File: src/rtl/uart_rx_pkg.sv
// Shared types and constants for the UART receive path: FSM state encoding,
// default frame geometry and the legal oversampling ratios.
package uart_rx_pkg;

    localparam int DATA_W_DFLT  = 8;
    localparam int PRESC_W_DFLT = 6;

    localparam int PRESC_8  = 8;
    localparam int PRESC_16 = 16;
    localparam int PRESC_32 = 32;

    typedef enum logic [2:0] {
        IDLE   = 3'd0,
        START  = 3'd1,
        DATA   = 3'd2,
        PARITY = 3'd3,
        STOP   = 3'd4
    } rx_state_e;

    // acc is the XOR of the data bits; a set result means the parity bit disagrees.
    function automatic logic par_check(input logic acc, input logic par_typ, input logic par_bit);
        return acc ^ par_typ ^ par_bit;
    endfunction

endpackage

File: src/rtl/uart_rx_edge_bit_cnt.sv
// Oversampling edge counter and bit counter for the UART receive controller.
// Both counters are held at zero while disabled.
module uart_rx_edge_bit_cnt #(
    parameter int PRESC_W = 6,
    parameter int BIT_W   = 4
) (
    input  logic               CLK,
    input  logic               RST,
    input  logic               en_i,
    input  logic               bit_en_i,
    input  logic [PRESC_W-1:0] presc_i,
    output logic [PRESC_W-1:0] edge_cnt_o,
    output logic [BIT_W-1:0]   bit_cnt_o,
    output logic               wrap_o
);

    logic [PRESC_W-1:0] edge_q, edge_d;
    logic [BIT_W-1:0]   bit_q, bit_d;
    logic               wrap_s;

    assign wrap_s = en_i && (edge_q == (presc_i - PRESC_W'(1)));

    // Next-state for the edge and bit counters
    always_comb begin
        edge_d = edge_q;
        bit_d  = bit_q;
        if (!en_i) begin
            edge_d = '0;
            bit_d  = '0;
        end else if (wrap_s) begin
            edge_d = '0;
            if (bit_en_i) begin
                bit_d = bit_q + BIT_W'(1);
            end else begin
                bit_d = bit_q;
            end
        end else begin
            edge_d = edge_q + PRESC_W'(1);
        end
    end

    // Counter registers
    always_ff @(posedge CLK or negedge RST) begin
        if (!RST) begin
            edge_q <= '0;
            bit_q  <= '0;
        end else begin
            edge_q <= edge_d;
            bit_q  <= bit_d;
        end
    end

    assign edge_cnt_o = edge_q;
    assign bit_cnt_o  = bit_q;
    assign wrap_o     = wrap_s;

endmodule

File: src/rtl/uart_rx_ctrl.sv
// UART receive frame controller: start detect, bit sequencing, frame checks.
// Define UART_RX_PARITY_EN to add the PAR_EN/PAR_TYP ports and the PARITY state.
module uart_rx_ctrl
    import uart_rx_pkg::*;
#(
    parameter int DATA_W  = DATA_W_DFLT,
    parameter int PRESC_W = PRESC_W_DFLT
) (
    input  logic               CLK,
    input  logic               RST,
    input  logic               RX_IN,
    input  logic [PRESC_W-1:0] Prescale,
    input  logic               sampled_bit,
`ifdef UART_RX_PARITY_EN
    input  logic               PAR_EN,
    input  logic               PAR_TYP,
`endif
    output logic               dat_samp_en,
    output logic [PRESC_W-1:0] edge_cnt,
    output logic               deser_New_bit,
    output logic               deser_en,
    output logic               data_valid,
    output logic               strt_err,
    output logic               par_err,
    output logic               stp_err
);

    localparam int BIT_W = $clog2(DATA_W) + 1;

    rx_state_e        state_q, state_d;
    logic [BIT_W-1:0] bit_cnt_s;
    logic             wrap_s, last_bit_s, cnt_en_s, bit_en_s, par_flag_s;
    logic             dv_q, dv_d, se_q, se_d, pe_q, pe_d, sp_q, sp_d;

    assign cnt_en_s   = (state_q != IDLE);
    assign bit_en_s   = (state_q == DATA);
    assign last_bit_s = (bit_cnt_s == BIT_W'(DATA_W - 1));

    uart_rx_edge_bit_cnt #(
        .PRESC_W (PRESC_W),
        .BIT_W   (BIT_W)
    ) u_cnt (
        .CLK        (CLK),
        .RST        (RST),
        .en_i       (cnt_en_s),
        .bit_en_i   (bit_en_s),
        .presc_i    (Prescale),
        .edge_cnt_o (edge_cnt),
        .bit_cnt_o  (bit_cnt_s),
        .wrap_o     (wrap_s)
    );

    // FSM state register
    always_ff @(posedge CLK or negedge RST) begin
        if (!RST) begin
            state_q <= IDLE;
        end else begin
            state_q <= state_d;
        end
    end

    // FSM next-state logic; every decision is taken at the last edge of a bit
    always_comb begin
        state_d = state_q;
        case (state_q)
            IDLE: begin
                if (!RX_IN) state_d = START;
                else        state_d = IDLE;
            end
            START: begin
                if (wrap_s) begin
                    if (sampled_bit) state_d = IDLE;
                    else             state_d = DATA;
                end else begin
                    state_d = START;
                end
            end
            DATA: begin
                if (wrap_s && last_bit_s) begin
`ifdef UART_RX_PARITY_EN
                    if (PAR_EN) state_d = PARITY;
                    else        state_d = STOP;
`else
                    state_d = STOP;
`endif
                end else begin
                    state_d = DATA;
                end
            end
`ifdef UART_RX_PARITY_EN
            PARITY: begin
                if (wrap_s) state_d = STOP;
                else        state_d = PARITY;
            end
`endif
            STOP: begin
                if (wrap_s) state_d = IDLE;
                else        state_d = STOP;
            end
            default: state_d = IDLE;
        endcase
    end

    // FSM outputs; the shift strobe is combinational so the deserializer
    // captures sampled_bit on the same edge the controller decides on
    always_comb begin
        dat_samp_en   = 1'b1;
        deser_en      = 1'b0;
        deser_New_bit = 1'b0;
        case (state_q)
            IDLE: dat_samp_en = 1'b0;
            DATA: begin
                deser_en      = 1'b1;
                deser_New_bit = wrap_s;
            end
            default: begin
                deser_en      = 1'b0;
                deser_New_bit = 1'b0;
            end
        endcase
    end

`ifdef UART_RX_PARITY_EN
    logic acc_q, acc_d, par_flag_q, par_flag_d;

    // Running data parity and the latched parity verdict for this frame
    always_comb begin
        acc_d      = acc_q;
        par_flag_d = par_flag_q;
        case (state_q)
            IDLE: begin
                acc_d      = 1'b0;
                par_flag_d = 1'b0;
            end
            DATA: begin
                if (wrap_s) acc_d = acc_q ^ sampled_bit;
                else        acc_d = acc_q;
            end
            PARITY: begin
                if (wrap_s) par_flag_d = par_check(acc_q, PAR_TYP, sampled_bit);
                else        par_flag_d = par_flag_q;
            end
            default: begin
                acc_d      = acc_q;
                par_flag_d = par_flag_q;
            end
        endcase
    end

    // Parity registers
    always_ff @(posedge CLK or negedge RST) begin
        if (!RST) begin
            acc_q      <= 1'b0;
            par_flag_q <= 1'b0;
        end else begin
            acc_q      <= acc_d;
            par_flag_q <= par_flag_d;
        end
    end

    assign par_flag_s = par_flag_q;
`else
    assign par_flag_s = 1'b0;
`endif

    // Frame verdict pulses; stop error outranks parity error
    always_comb begin
        dv_d = 1'b0;
        se_d = 1'b0;
        pe_d = 1'b0;
        sp_d = 1'b0;
        case (state_q)
            START: begin
                if (wrap_s && sampled_bit) se_d = 1'b1;
                else                       se_d = 1'b0;
            end
            STOP: begin
                if (wrap_s) begin
                    if (!sampled_bit)    sp_d = 1'b1;
                    else if (par_flag_s) pe_d = 1'b1;
                    else                 dv_d = 1'b1;
                end else begin
                    dv_d = 1'b0;
                end
            end
            default: begin
                dv_d = 1'b0;
                se_d = 1'b0;
            end
        endcase
    end

    // Pulse registers
    always_ff @(posedge CLK or negedge RST) begin
        if (!RST) begin
            dv_q <= 1'b0;
            se_q <= 1'b0;
            pe_q <= 1'b0;
            sp_q <= 1'b0;
        end else begin
            dv_q <= dv_d;
            se_q <= se_d;
            pe_q <= pe_d;
            sp_q <= sp_d;
        end
    end

    assign data_valid = dv_q;
    assign strt_err   = se_q;
    assign par_err    = pe_q;
    assign stp_err    = sp_q;

endmodule

File: config.mk
export PLATFORM = sky130hd
export DESIGN_NAME = uart_rx_ctrl
export DESIGN_NICKNAME = d
export VERILOG_FILES = /design/src/rtl/uart_rx_pkg.sv /design/src/rtl/uart_rx_edge_bit_cnt.sv /design/src/rtl/uart_rx_ctrl.sv
export SDC_FILE = /design/constraint.sdc
export NUM_CORES = 1
export LEC_CHECK = 0
export CAP_MARGIN = 15
export CORE_MARGIN = 4
export CORE_UTILIZATION = 52
export CTS_CLUSTER_SIZE = 40
export DETAILED_ROUTE_END_ITERATION = 8
export PLACE_DENSITY = 0.79
export SLEW_MARGIN = 10
export SYNTH_ARGS = -nofsm -noshare
export SYNTH_HDL_FRONTEND = slang
export SYNTH_SLANG_ARGS = --single-unit
export TNS_END_PERCENT = 50
File: constraint.sdc
create_clock -name CLK -period 5.7 [get_ports CLK]
set_clock_uncertainty 0.1 [all_clocks]
set_input_delay 0.855 -clock CLK [delete_from_list [all_inputs] [get_ports CLK]]
set_output_delay 0.855 -clock CLK [all_outputs]
set_load 0.05 [all_outputs]
==> metrics.md, run 1 <==
| Metric | Value |
|---|---|
| Status | `completed` |
| DRC | `0` |
| Clk_lat worst skew | `about 0.29 ns` |
| Critical path's slowest cell | `clkdlybuf4s50_1` |
| Synth cell types | `33` |
| Worst R2R End | `state_q[0]$_DFF_PN0_` |
| Hold_buf cts | `0` |
| RR Startpoint | `u_cnt.edge_cnt_o[5]$_DFF_PN0_` |
| Initial antenna violation count | `0` |
| Met1 usage | `~24%` |
| Sequential Area | `around 400 µm²` |
| Depth of the CTS H-tree | `1` |
| Reg2Reg Depth | `5` |
| GRT Residual Overflow | `0` |
| Worst-path clk slew | `approximately 0.09 ns` |
| Setup Fix Bufs, Post-CTS | `0` |
| Met3 GRT Util | `~3.4%` |
| RSZ-0062 raised after global routing | `false` |
| Peak VDD IR | `roughly 0.36 mV` |
| Maxcap violations | `0` |
| FF+latch count, synth | `16` |
| Gr usage total | `between 20% and 30%` |
| Post-DR wirelength/cell | `around 15 µm` |
| Syn Inst Count | `roughly 110` |
| Post-synth top area share | `between 30% and 40%` |
| Synth Net Count | `approximately 120` |
| Post-synth top area cell | `dfrtp_1` |
| Sequential share of the synthesized area | `around two fifths` |
| Yosys warnings | `0` |
| Nets | `between 100 and 150` |
| Synth Cell Area | `1000 µm²` |
| Syn-to-layout area delta | `25.1%` |
| Largest net degree at the start of global routing | `17` |
| CP Launch Type | `input port` |
| Layer carrying the most global-route usage | `met2` |
| Fillers | `between 100 and 150` |
| Mean post-synth cell area | `9.21 µm²` |
| Period utilization | `81.8%` |
| Final ANT Viol Nets | `0` |
| Hold path endpoint | `state_q[2]$_DFF_PN0_` |
| Setup violators final | `0` |
| Core Rows | `15` |
| Worst R2R Setup Slack | `between 3 and 4 ns` |
| First-pass GRT wire length | `roughly 4000 µm` |
| Slowest Stage Delay on Critical Path | `approximately 0.80 ns` |
| HP Class | `reg -> reg` |
| Ys async rst share | `100%` |
| Hold Vio Cnt, Final | `0` |
| Pre-CTS WS | `~1.1 ns` |
| Fin Setup TNS | `0 ns` |
| Die Wd | `51.9 µm` |
| Largest cells by area after synthesis | `dfrtp_1, xnor2_1, nor2_1, nor3_1, ha_1` |
| Hold Path Stages | `1` |
| CP most frequent cell | `clkdlybuf4s50_1` |
| Layout cell share with drive strength beyond 1 | `roughly 8.5%` |
| CTS resizes | `0` |
| Multi-input logic area | `between 500 and 600 µm²` |
| DRT iter0 DRCs | `20` |
| CTS max path bufs | `2` |
| Crit Path Class | `in -> out` |
| Ys flop type | `dfrtp_1` |
| Worst slew margin relative to its limit | `between 50% and 60%` |
| DIE HEIGHT | `between 50 and 60 µm` |
| Final WL | `around 2400 µm` |
| EDFF count, synth | `0` |
| Slack of the critical path | `just over 1 ns` |
| Clock sinks | `16` |
| Total CTS buffers | `3` |
| Required time of the critical path | `between 4 and 5 ns` |
| PortBufs | `21` |
| 1st-pass router iterations | `6` |
| Ports | `23` |
| CTS root buf | `clkbuf_4` |
| HP Start | `state_q[0]$_DFF_PN0_` |
| P_leak | `0.528 nW` |
| Crit-path cells | `clkdlybuf4s50_1 -> inv_1 -> ha_1 -> nor2b_1 -> or3_4 -> a31oi_1 -> and3_1 -> clkdlybuf4s50_1` |
| Worst Tran Pin Value | `roughly 0.72 ns` |
| Core Footprint | `about 1800 µm²` |
| Met2 GRT Util | `34.3%` |
| Vias in the first global route | `approximately 900` |
| Final Max Tran Viols | `0` |
| WP data arrival | `approximately 3.7 ns` |
| Hpwl dp | `1710 µm` |
| Min cycle time layout | `4.66 ns` |
| Crit. End Element | `primary output` |
| Antenna Cells | `0` |
| Vias | `about 950` |
| WP buf/inv | `3` |
| PD cells | `about 440 nW/µm²` |
| Initial core utilization | `56.3%` |
| Vias per inst | `6.18` |
| Die area | `2700 µm²` |
| RD Place Congestion | `a little under 0.8` |
| Fmax | `~210 MHz` |
| CTS tree | `yes` |
| CP max FO | `6` |
| Top Family by Delay on Critical Path | `buffers and inverters` |
## cell usage after synthesis (3+ instances only)
cell	count
dfrtp_1	16
nand3_1	6
xnor2_1	6
nor2_1	11
nand2_1	7
a21oi_1	5
nor3_1	8
and3_1	3
clkbuf_1	3
ha_1	3
inv_1	4
o211ai_1	3
xor2_1	4
nor2b_1	4
## registers in the layout, summed over array words and instances, names as in the netlist
register and cells:
u_cnt.edge_cnt_o 6, strt_err 1, stp_err 1, state_q 3
u_cnt.bit_cnt_o 4, data_valid 1
## layout make-up
cell class	count	area share, %
clock buffers	4	2.89
inverters	4	1.20
multi-input cells	84	44.8
flip-flops and latches	16	31.9
well taps	25	2.49
repair buffers	21	16.7
## worst max-delay path by stage
stage                            from       endpoint  slack, ns  cells after the start
after floorplan           Prescale[0]  deser_New_bit       2.31                      6
after global placement    Prescale[0]  deser_New_bit       1.19                      8
after detailed placement  Prescale[0]  deser_New_bit       1.10                      8
after CTS                 Prescale[0]  deser_New_bit       1.07                      8
after global routing      Prescale[0]  deser_New_bit       0.88                      8
final                     Prescale[0]  deser_New_bit       1.04                      8
## per-layer routing
metal	vias up	routed length, µm
met5	-	0
met3	6	137
met4	0	63
li1	434	-
met1	460	986
met2	52	1200
## through the flow
stage / hold WS (ns) / utilization, % / instance area (µm²) / cells / power [mW]
6_report: 0.475 / 70.4 / 1250 / 154 / 0.551
5_1_grt: 0.502 / 70.4 / 1250 / 154 / 0.586
4_1_cts: 0.478 / 70.4 / 1250 / 154 / 0.553
3_5_place_dp: 0.464 / 68.4 / 1220 / 150 / 0.475
3_3_place_gp: 0.457 / 68.4 / 1220 / 150 / 0.464
2_1_floorplan: 0.392 / - / 1000 / 109 / 0.389
## cell usage in the layout, fill, tap and decap left out, drive strengths merged, types with 3 or more instances in the layout
cell and instances:
xor2 4, nor2b 4, ha 3, and3 3, dfrtp 16, nand2 7, inv 4, clkdlybuf4s50 21
xnor2 6, nor3 8, nor2 12, a21oi 5, clkbuf 4, nand3 6, o211ai 4
## cells by family (layout without fill, tap and decap cells)
group	count (synthesis)	count (layout)	synth area share, %
DFF	16	16	39.9
adders and majority gates	3	3	3.74
xor gates and xnor gates	10	10	8.73
other	1	1	0.374
AOI/OAI and AO/OA	19	19	15.0
and+or+nand+nor	51	51	28.2
buffers and inverters	9	29	4.11
## where the power goes
part	internal (mW)	switching [mW]
clock network	0.0389	0.0371
registers	0.145	0.0481
logic	0.109	0.173
Note: power is estimated with default switching activity, not from simulation.
==> run 2, diff against run 1 <==
Settings changed: CORE_UTILIZATION 52 to 49, PLACE_DENSITY 0.79 to 0.75.
Clock period 5.7 ns to 4.6 ns, I/O delays scaled along.
==> run 2 against run 1 <==
Compared with the run above:
- sequential cell count did not move
- total power rose by 26%
- largest power group unchanged
- worst setup slack got worse by 0.50 ns
- die area rose by 5.2%
- global-route usage rose by 0.90 points
- sequential share of layout area fell by 0.25 points
- critical path type unchanged
- worst hold slack improved by 0.011 ns
- count of clock-buffer cells in the layout did not move
==> metrics.md, run 2 (synthesis gave the netlist of run 1 again) <==
| Metric | Value |
|---|---|
| Status | `completed` |
| Vias | `between 900 and 1000` |
| Worst Tran Pin Value | `~0.71 ns` |
| Fmax | `246 MHz` |
| CTS max path bufs | `2` |
| Core Footprint | `about 2000 µm²` |
| PD cells | `roughly 550 nW/µm²` |
| Clk_lat worst skew | `~0.30 ns` |
| Multi-input logic area | `562 µm²` |
| P_leak | `roughly 0.53 nW` |
| CP Launch Type | `input port` |
| CP max FO | `4` |
| RD Place Congestion | `~0.84` |
| Met3 GRT Util | `approximately 3.7%` |
| Setup violators final | `0` |
| DRT iter0 DRCs | `12` |
| CP most frequent cell | `clkdlybuf4s50_1` |
| Hpwl dp | `about 1800 µm` |
| WP buf/inv | `3` |
| Min Hold Slack | `0.486 ns` |
| Hold Vio Cnt, Final | `0` |
| Initial antenna violation count | `0` |
| Met1 usage | `approximately a quarter` |
| CTS root buf | `clkbuf_4` |
| Fin util | `between 60% and 70%` |
| Ports | `23` |
| First-pass GRT wire length | `approximately 4400 µm` |
| Maxcap violations | `0` |
| Fillers | `between 150 and 200` |
| Setup Fix Bufs, Post-CTS | `0` |
| Sequential Area | `approximately 400 µm²` |
| Antenna Cells | `0` |
| Worst-path clk slew | `approximately 0.1 ns` |
| WP data arrival | `roughly 3.3 ns` |
| GRT Residual Overflow | `0` |
| Hold Path Stages | `1` |
| Clock sinks | `16` |
| HP Class | `reg -> reg` |
| Final Max Tran Viols | `0` |
| Fin Setup TNS | `0 ns` |
| Met2 GRT Util | `38.2%` |
| Core Rows | `16` |
| Layout cell share with drive strength beyond 1 | `under 10%` |
| Crit. End Element | `primary output` |
| Peak VDD IR | `around 0.48 mV` |
| Nets | `144` |
| PortBufs | `21` |
| Dpl cells | `153` |
| Die area | `approximately 2800 µm²` |
| Syn-to-layout area delta | `26.1%` |
| Vias in the first global route | `approximately 1000` |
| Most frequent cells in the layout | `clkdlybuf4s50_1, dfrtp_1, nor2_1` |
| Min cycle time layout | `between 4 and 5 ns` |
| Top Family by Delay on Critical Path | `buffers and inverters` |
| Crit-path cells | `clkdlybuf4s50_1 -> inv_1 -> ha_1 -> nor2b_1 -> or3_4 -> a31oi_1 -> and3_1 -> clkdlybuf4s50_1` |
| Worst path depth | `8` |
| Final ANT Viol Nets | `0` |
| Hold_buf cts | `0` |
| Crit Path Class | `in -> out` |
| Reg2Reg Depth | `5` |
| Final WL | `2460 µm` |
| Non-filler cells, final | `between 150 and 200` |
| Critical path's slowest cell | `clkdlybuf4s50_1` |
| Layer carrying the most global-route usage | `met2` |
| Period utilization | `roughly nine tenths` |
| Vias per inst | `between 5 and 6` |
| Initial core utilization | `between 50 and 60%` |
| Required time of the critical path | `3.81 ns` |
| Slowest Stage Delay on Critical Path | `between 0.7 and 0.8 ns` |
| Worst slew margin relative to its limit | `a little over half` |
| CTS tree | `yes` |
| CTS resizes | `0` |
| Die Wd | `53.3 µm` |
| 1st-pass router iterations | `5` |
| DIE HEIGHT | `between 50 and 60 µm` |
| Gr usage total | `21.4%` |
| Total CTS buffers | `3` |
| Post-DR wirelength/cell | `approximately 16 µm` |
| RSZ-0062 raised after global routing | `false` |
| Max reg flops | `6` |
| Commonest non-fill, non-tap cell in the layout | `clkdlybuf4s50_1` |
| Largest net degree at the start of global routing | `17` |
| Depth of the CTS H-tree | `1` |
| DRC | `0` |
-- run 2: cell types whose count changed in the layout (fill, tap and decap cells not counted), sizes merged --
cell	before	now
buf	0	1
-- run 2: power by group --
part	internal [mW]	switching, mW
Sequential	0.180	0.0586
Clock	0.0484	0.0510
Combinational	0.141	0.218
Total	0.369	0.328
-- run 2: metal layers --
metal | vias to the layer above | routed length, µm
met2 | 27 | 1240
met4 | 0 | 44
li1 | 437 | -
met5 | - | 0
met3 | 5 | 134
met1 | 452 | 1030
-- run 2: worst paths after layout --
| check | start | to | slack (ns) |
|---|---|---|---|
| hold reg to reg | state_q[0]$_DFF_PN0_ | state_q[2]$_DFF_PN0_ | 0.49 |
| setup / recovery | Prescale[0] | deser_New_bit | 0.53 |
| min in group asynchronous | RST | state_q[0]$_DFF_PN0_ | 0.70 |
| setup reg to reg | u_cnt.edge_cnt_o[5]$_DFF_PN0_ | state_q[0]$_DFF_PN0_ | 2.60 |
| hold / removal | state_q[0]$_DFF_PN0_ | state_q[2]$_DFF_PN0_ | 0.49 |
| max in group asynchronous | RST | u_cnt.edge_cnt_o[2]$_DFF_PN0_ | 3.25 |
-- run 2: layout make-up --
type | instances | area share, %
Sequential cell | 16 | 31.7
Clock buffer | 4 | 2.87
Inverter | 4 | 1.19
Timing Repair Buffer | 22 | 17.2
Multi-Input combinational cell | 84 | 44.4
Tap cell | 27 | 2.67
-- run 2: stage by stage --
step                area [µm²]  worst slack, ns  power, mW
finish                    1260            0.533      0.697
global route              1260            0.430      0.742
CTS                       1260            0.534      0.695
detailed placement        1230            0.536      0.599
global placement          1230            0.634      0.584
floorplan                 1000             1.54      0.481
-- run 2: worst reg2reg max path: cells and delay by family (launching register included) --
family,cells,cell delay (ns)
xor+xnor,1,0.19
compound gates,2,0.83
simple gates,2,0.34
flops,1,0.43
